--- src/rtl/rmii_rx_framer.sv ---
// RMII receive framer: hunts preamble/SFD, then strobes payload dibits with byte/frame markers.
// One clock from rxd_in sample to data_out/trigger; no backpressure, since the PHY stream cannot be stalled.
module rmii_rx_framer #(
  parameter int MIN_PREAMBLE = 8,
  parameter int MAX_BYTES    = 1522,
  parameter int COUNT_WIDTH  = 11
) (
  input  logic                   clk_in,
  input  logic                   rst_in,
  input  logic                   crs_dv_in,
  input  logic [1:0]             rxd_in,
  output logic [1:0]             data_out,
  output logic                   trigger,
  output logic                   byte_done,
  output logic                   frame_start,
  output logic                   frame_end,
  output logic                   frame_err,
  output logic [COUNT_WIDTH-1:0] byte_count_out
);

  localparam int PRE_W = $clog2(MIN_PREAMBLE + 2);
  localparam logic [PRE_W-1:0]       PRE_MIN = PRE_W'(MIN_PREAMBLE);
  localparam logic [COUNT_WIDTH-1:0] CNT_MAX = COUNT_WIDTH'(MAX_BYTES);

  typedef enum logic [1:0] {IDLE, PREAMBLE, DATA, DISCARD} state_t;

  state_t                   state, state_nxt;
  logic [PRE_W-1:0]         pre_cnt, pre_cnt_nxt;
  logic [1:0]               dibit_cnt, dibit_cnt_nxt;
  logic [1:0]               data_nxt;
  logic                     trigger_nxt, byte_done_nxt;
  logic                     frame_start_nxt, frame_end_nxt, frame_err_nxt;
  logic [COUNT_WIDTH-1:0]   byte_cnt_nxt;

  always_ff @(posedge clk_in or negedge rst_in) begin
    if (!rst_in) begin
      state          <= IDLE;
      pre_cnt        <= '0;
      dibit_cnt      <= '0;
      data_out       <= '0;
      trigger        <= 1'b0;
      byte_done      <= 1'b0;
      frame_start    <= 1'b0;
      frame_end      <= 1'b0;
      frame_err      <= 1'b0;
      byte_count_out <= '0;
    end else begin
      state          <= state_nxt;
      pre_cnt        <= pre_cnt_nxt;
      dibit_cnt      <= dibit_cnt_nxt;
      data_out       <= data_nxt;
      trigger        <= trigger_nxt;
      byte_done      <= byte_done_nxt;
      frame_start    <= frame_start_nxt;
      frame_end      <= frame_end_nxt;
      frame_err      <= frame_err_nxt;
      byte_count_out <= byte_cnt_nxt;
    end
  end

  always_comb begin
    state_nxt = state;
    case (state)
      IDLE:
        if (crs_dv_in && rxd_in == 2'b01) state_nxt = PREAMBLE;
      PREAMBLE:
        if (!crs_dv_in) state_nxt = IDLE;
        else if (rxd_in == 2'b11) state_nxt = (pre_cnt >= PRE_MIN) ? DATA : IDLE;
        else if (rxd_in != 2'b01) state_nxt = IDLE;
      DATA:
        // A full-size frame that still has carrier on the next sample is oversize.
        if (!crs_dv_in) state_nxt = IDLE;
        else if (byte_count_out == CNT_MAX) state_nxt = DISCARD;
      DISCARD:
        if (!crs_dv_in) state_nxt = IDLE;
      default: state_nxt = IDLE;
    endcase
  end

  always_comb begin
    pre_cnt_nxt     = pre_cnt;
    dibit_cnt_nxt   = dibit_cnt;
    data_nxt        = data_out;
    trigger_nxt     = 1'b0;
    byte_done_nxt   = 1'b0;
    frame_start_nxt = 1'b0;
    frame_end_nxt   = 1'b0;
    frame_err_nxt   = 1'b0;
    byte_cnt_nxt    = byte_count_out;
    case (state)
      IDLE:
        if (crs_dv_in && rxd_in == 2'b01) pre_cnt_nxt = PRE_W'(1);
      PREAMBLE:
        if (crs_dv_in && rxd_in == 2'b01 && pre_cnt < PRE_MIN) begin
          pre_cnt_nxt = pre_cnt + PRE_W'(1);
        end else if (crs_dv_in && rxd_in == 2'b11 && pre_cnt >= PRE_MIN) begin
          frame_start_nxt = 1'b1;
          byte_cnt_nxt    = '0;
          dibit_cnt_nxt   = '0;
        end
      DATA:
        if (!crs_dv_in) begin
          frame_end_nxt = 1'b1;
          frame_err_nxt = (dibit_cnt != 2'd0) || (byte_count_out == '0);
        end else if (byte_count_out != CNT_MAX) begin
          data_nxt      = rxd_in;
          trigger_nxt   = 1'b1;
          dibit_cnt_nxt = dibit_cnt + 2'd1;
          if (dibit_cnt == 2'd3) begin
            byte_done_nxt = 1'b1;
            byte_cnt_nxt  = byte_count_out + COUNT_WIDTH'(1);
          end
        end
      DISCARD:
        if (!crs_dv_in) begin
          frame_end_nxt = 1'b1;
          frame_err_nxt = 1'b1;
        end
      default: ;
    endcase
  end

endmodule

--- config.mk ---
export PLATFORM = sky130hd
export DESIGN_NAME = rmii_rx_framer
export DESIGN_NICKNAME = d
export VERILOG_FILES = /design/src/rtl/rmii_rx_framer.sv
export SDC_FILE = /design/constraint.sdc
export NUM_CORES = 1
export LEC_CHECK = 0
export BUFFER_PORTS_ARGS = -buffer_cell sky130_fd_sc_hd__buf_2
export CAP_MARGIN = 20
export CORE_MARGIN = 1
export CORE_UTILIZATION = 55
export DETAILED_ROUTE_END_ITERATION = 7
export PLACE_DENSITY_LB_ADDON = 0.08
export SLEW_MARGIN = 0
export SYNTH_ARGS = -nofsm -noshare
export SYNTH_HDL_FRONTEND = slang
export SYNTH_SLANG_ARGS = --single-unit
--- constraint.sdc ---
create_clock -name clk_in -period 2.9 [get_ports clk_in]
set_input_delay 0.87 -clock clk_in [delete_from_list [all_inputs] [get_ports clk_in]]
set_output_delay 0.87 -clock clk_in [all_outputs]
set_load 0.005 [all_outputs]
==> impl_results.md <==
* Cell variety after synth at 46
* Worst path top cell family by delay: flip-flops
* First-pass GRT wire length at between 4000 and 5000 um
* Synth Area in Adders at 0.0615
* Largest family of logic cells by synthesized area: simple AND/OR/NAND/NOR gates
* Peak supply drop at between 300 and 400 uV
* Int Pwr at approximately 470 uW
* Largest net degree at the start of global routing at 27
* PostCTS Resize Cnt at 0
* DR vias/cell at 6.23
* Gr ovfl total at 0
* Synth Area in Compound Gates at 0.168
* CP required at slightly above 2 ns
* Cts bufs inserted at 3
* Ant diodes at 0
* Sw power at between 100 and 150 uW
* Critical path class: flip-flop to primary output
* # setup viols final at 0
* Clock share of power at 0.296
* WP data arrival at approximately 1.0 ns
* Slew Limit Fails at 0
* Slowest CP cell: dfrtp_1
* R2r endpoint: data_out[0]
* Area of the core at 0.00245 sq mm
* Port Buf Inserts at 22
* H-tree levels at 1
* Sequential fraction of the synthesis area at 0.457
* Reg2reg start: byte_count_out[0]
* Die footprint at around 0.0028 sq mm
* DRT iter0 DRCs at 64
* Site row count at 18
* CTS sink count at 26
* TritonCTS clock tree: built
* Share of cells above drive strength 1 at 0.224
* DRT antenna net count at 0
* P&R area growth vs syn at 10.8%
* Clock Skew at slightly above 0.003 ns
* Max_cap viols at 0
* Crit-path max cell delay at 0.54 ns
* Worst path bufs/invs at 1
* Worst skew pair latency at approximately 0.32 ns
* # DRC at 0
* Avg Inst Size Synth at between 10 and 15 sq um
* Register-to-Register Path Depth at 6
* Critical Path Start Type: flip-flop
* Final RePlAce weighted congestion at approximately 0.90
* Gr usage total at 0.226
* Cell area after synthesis at approximately 0.0014 sq mm
* Max Freq at 527 MHz
* RSZ-0062 raised after global routing: false
* Period utilisation layout at 0.654
* Initial antenna violation count at 0
* XOR/XNOR share of the synthesized area at 0
* DRT Wirelength at ~2800 um
* Synthesis warning total at 0
* Vias in the first global route at around 980
* Power per standard cell area at approximately 390 mW/mm^2
* DR WL/cell at approximately 15 um
* Synthesis-stage register bit count at 26
* CTS root buffer: clkbuf_4
* WP depth at 1
* Post-CTS Setup Inserts at 0
* Lkg Pwr at approximately 0.00078 uW
* Post-Syn Instances at 134
* Total power at 619 uW
* FFs w/ async S/R, synth at 1.00
* Comb power frac at 0.080
* Hpwl dp at just over 2000 um
* Most frequent cells in the layout: dfrtp_1, buf_2, inv_1
* Post-Synth Simple-Gate Area at 0.229
* Slew at the pin with the worst max-slew slack at between 0.5 and 0.6 ns
* Layout Utilization at 0.643
* Nets at about 170
* Crit path cell chain: buf_2
* Crit Path Max Fanout at 10
* Leading cell type in the layout, fill and taps excluded: dfrtp_1
* # IOs at 23
* Die Y at about 53 um
* Seq pwr share at 0.625
* Slew HR at 0.619
* Hold crit path type: input port to asynchronous set/reset pin
* Initial core utilization at 0.580
* Final TNS setup at 0 ns
* Chip width at between 50 and 60 um
* CTS Buffer Depth at 2
* Vias after detailed routing at 1159
* Synth Flop Type: dfrtp_1
* Cts hold-fix bufs at 0
* Worst reg2reg setup slack at about 1.1 ns
* Critical path capture point type: primary output
* Clock slew at reported path FFs at roughly 0.14 ns
* Mux cell area share after synthesis at 0.0369
* Final Critical Period at about 1.9 ns
* Drt pass-1 iters at 4
* Switching portion of total power at 0.233
* Post-synth EDFFs at 0
* Fin. Hold Viols at 0
* Syn nets at about 150
* Outcome: completed
==> stage by stage <==
stage          cells  area, sq um  setup slack, ns  hold slack, ns
6_report         186         1580             1.00           0.523
5_1_grt          186         1580            0.938           0.549
4_1_cts          186         1580            0.992           0.527
3_5_place_dp     182         1540            0.833           0.494
3_3_place_gp     182         1540            0.886           0.494
2_1_floorplan    134         1420             1.00           0.491
==> routing by layer <==
metal / vias to the layer above / track usage / share of wire
met5: - / 0 / 0
li1: 551 / - / -
met2: 43 / 0.325 / 0.45
met1: 559 / 0.338 / 0.49
met4: 0 / 0.0921 / 0.0099
met3: 6 / 0.0316 / 0.050
==> registers in the layout, summed over array words and instances, names as in the netlist <==
register and cells:
byte_count_out 11, byte_done 1, data_out 2, dibit_cnt 2, frame_end 1, frame_err 1
frame_start 1, pre_cnt 4, state 2, trigger 1
==> cell usage after synthesis (3+ instances only) <==
library cell | n | area [sq um]
nand2_1 | 4 | 15.0
nor2_1 | 9 | 33.8
and2_1 | 4 | 25.0
inv_1 | 10 | 37.5
and3_1 | 4 | 25.0
nand4_1 | 3 | 18.8
nand3_1 | 7 | 35.0
nor3_1 | 6 | 30.0
a31oi_1 | 4 | 25.0
a22o_1 | 3 | 26.3
ha_1 | 7 | 87.6
a221o_1 | 3 | 30.0
dfrtp_1 | 26 | 651
==> logic make-up after synthesis <==
group | Yosys count
compound gates | 31
buf+inv | 14
simple gates | 52
flops | 26
mux | 4
fa+ha+maj | 7
==> layout make-up <==
type,count,area (sq um)
well taps,30,37.5
repair buffers,22,110
inverters,10,37.5
fillers,190,877
multi-input cells,94,706
clock buffers,4,36.3
flip-flops and latches,26,651
==> worst max path at each step <==
stage,endpoint,slack [ns],startpoint
2_1_floorplan,pre_cnt[1],1.00,crs_dv_in
5_1_grt,byte_count_out[4],0.94,byte_count_out[4]
3_5_place_dp,byte_count_out[7],0.83,rxd_in[0]
6_report,byte_count_out[4],1.00,byte_count_out[4]
4_1_cts,byte_count_out[4],0.99,byte_count_out[4]
3_3_place_gp,byte_count_out[10],0.89,rxd_in[0]
==> power groups by stage <==
stage	clock network [uW]	logic, uW	registers [uW]
floorplan	0	29.2	392
global placement	0	47.1	393
detailed placement	0	50.1	394
CTS	190	50.5	387
global route	198	57.2	389
finish	183	49.4	387
(Power assumes the default switching activity.)
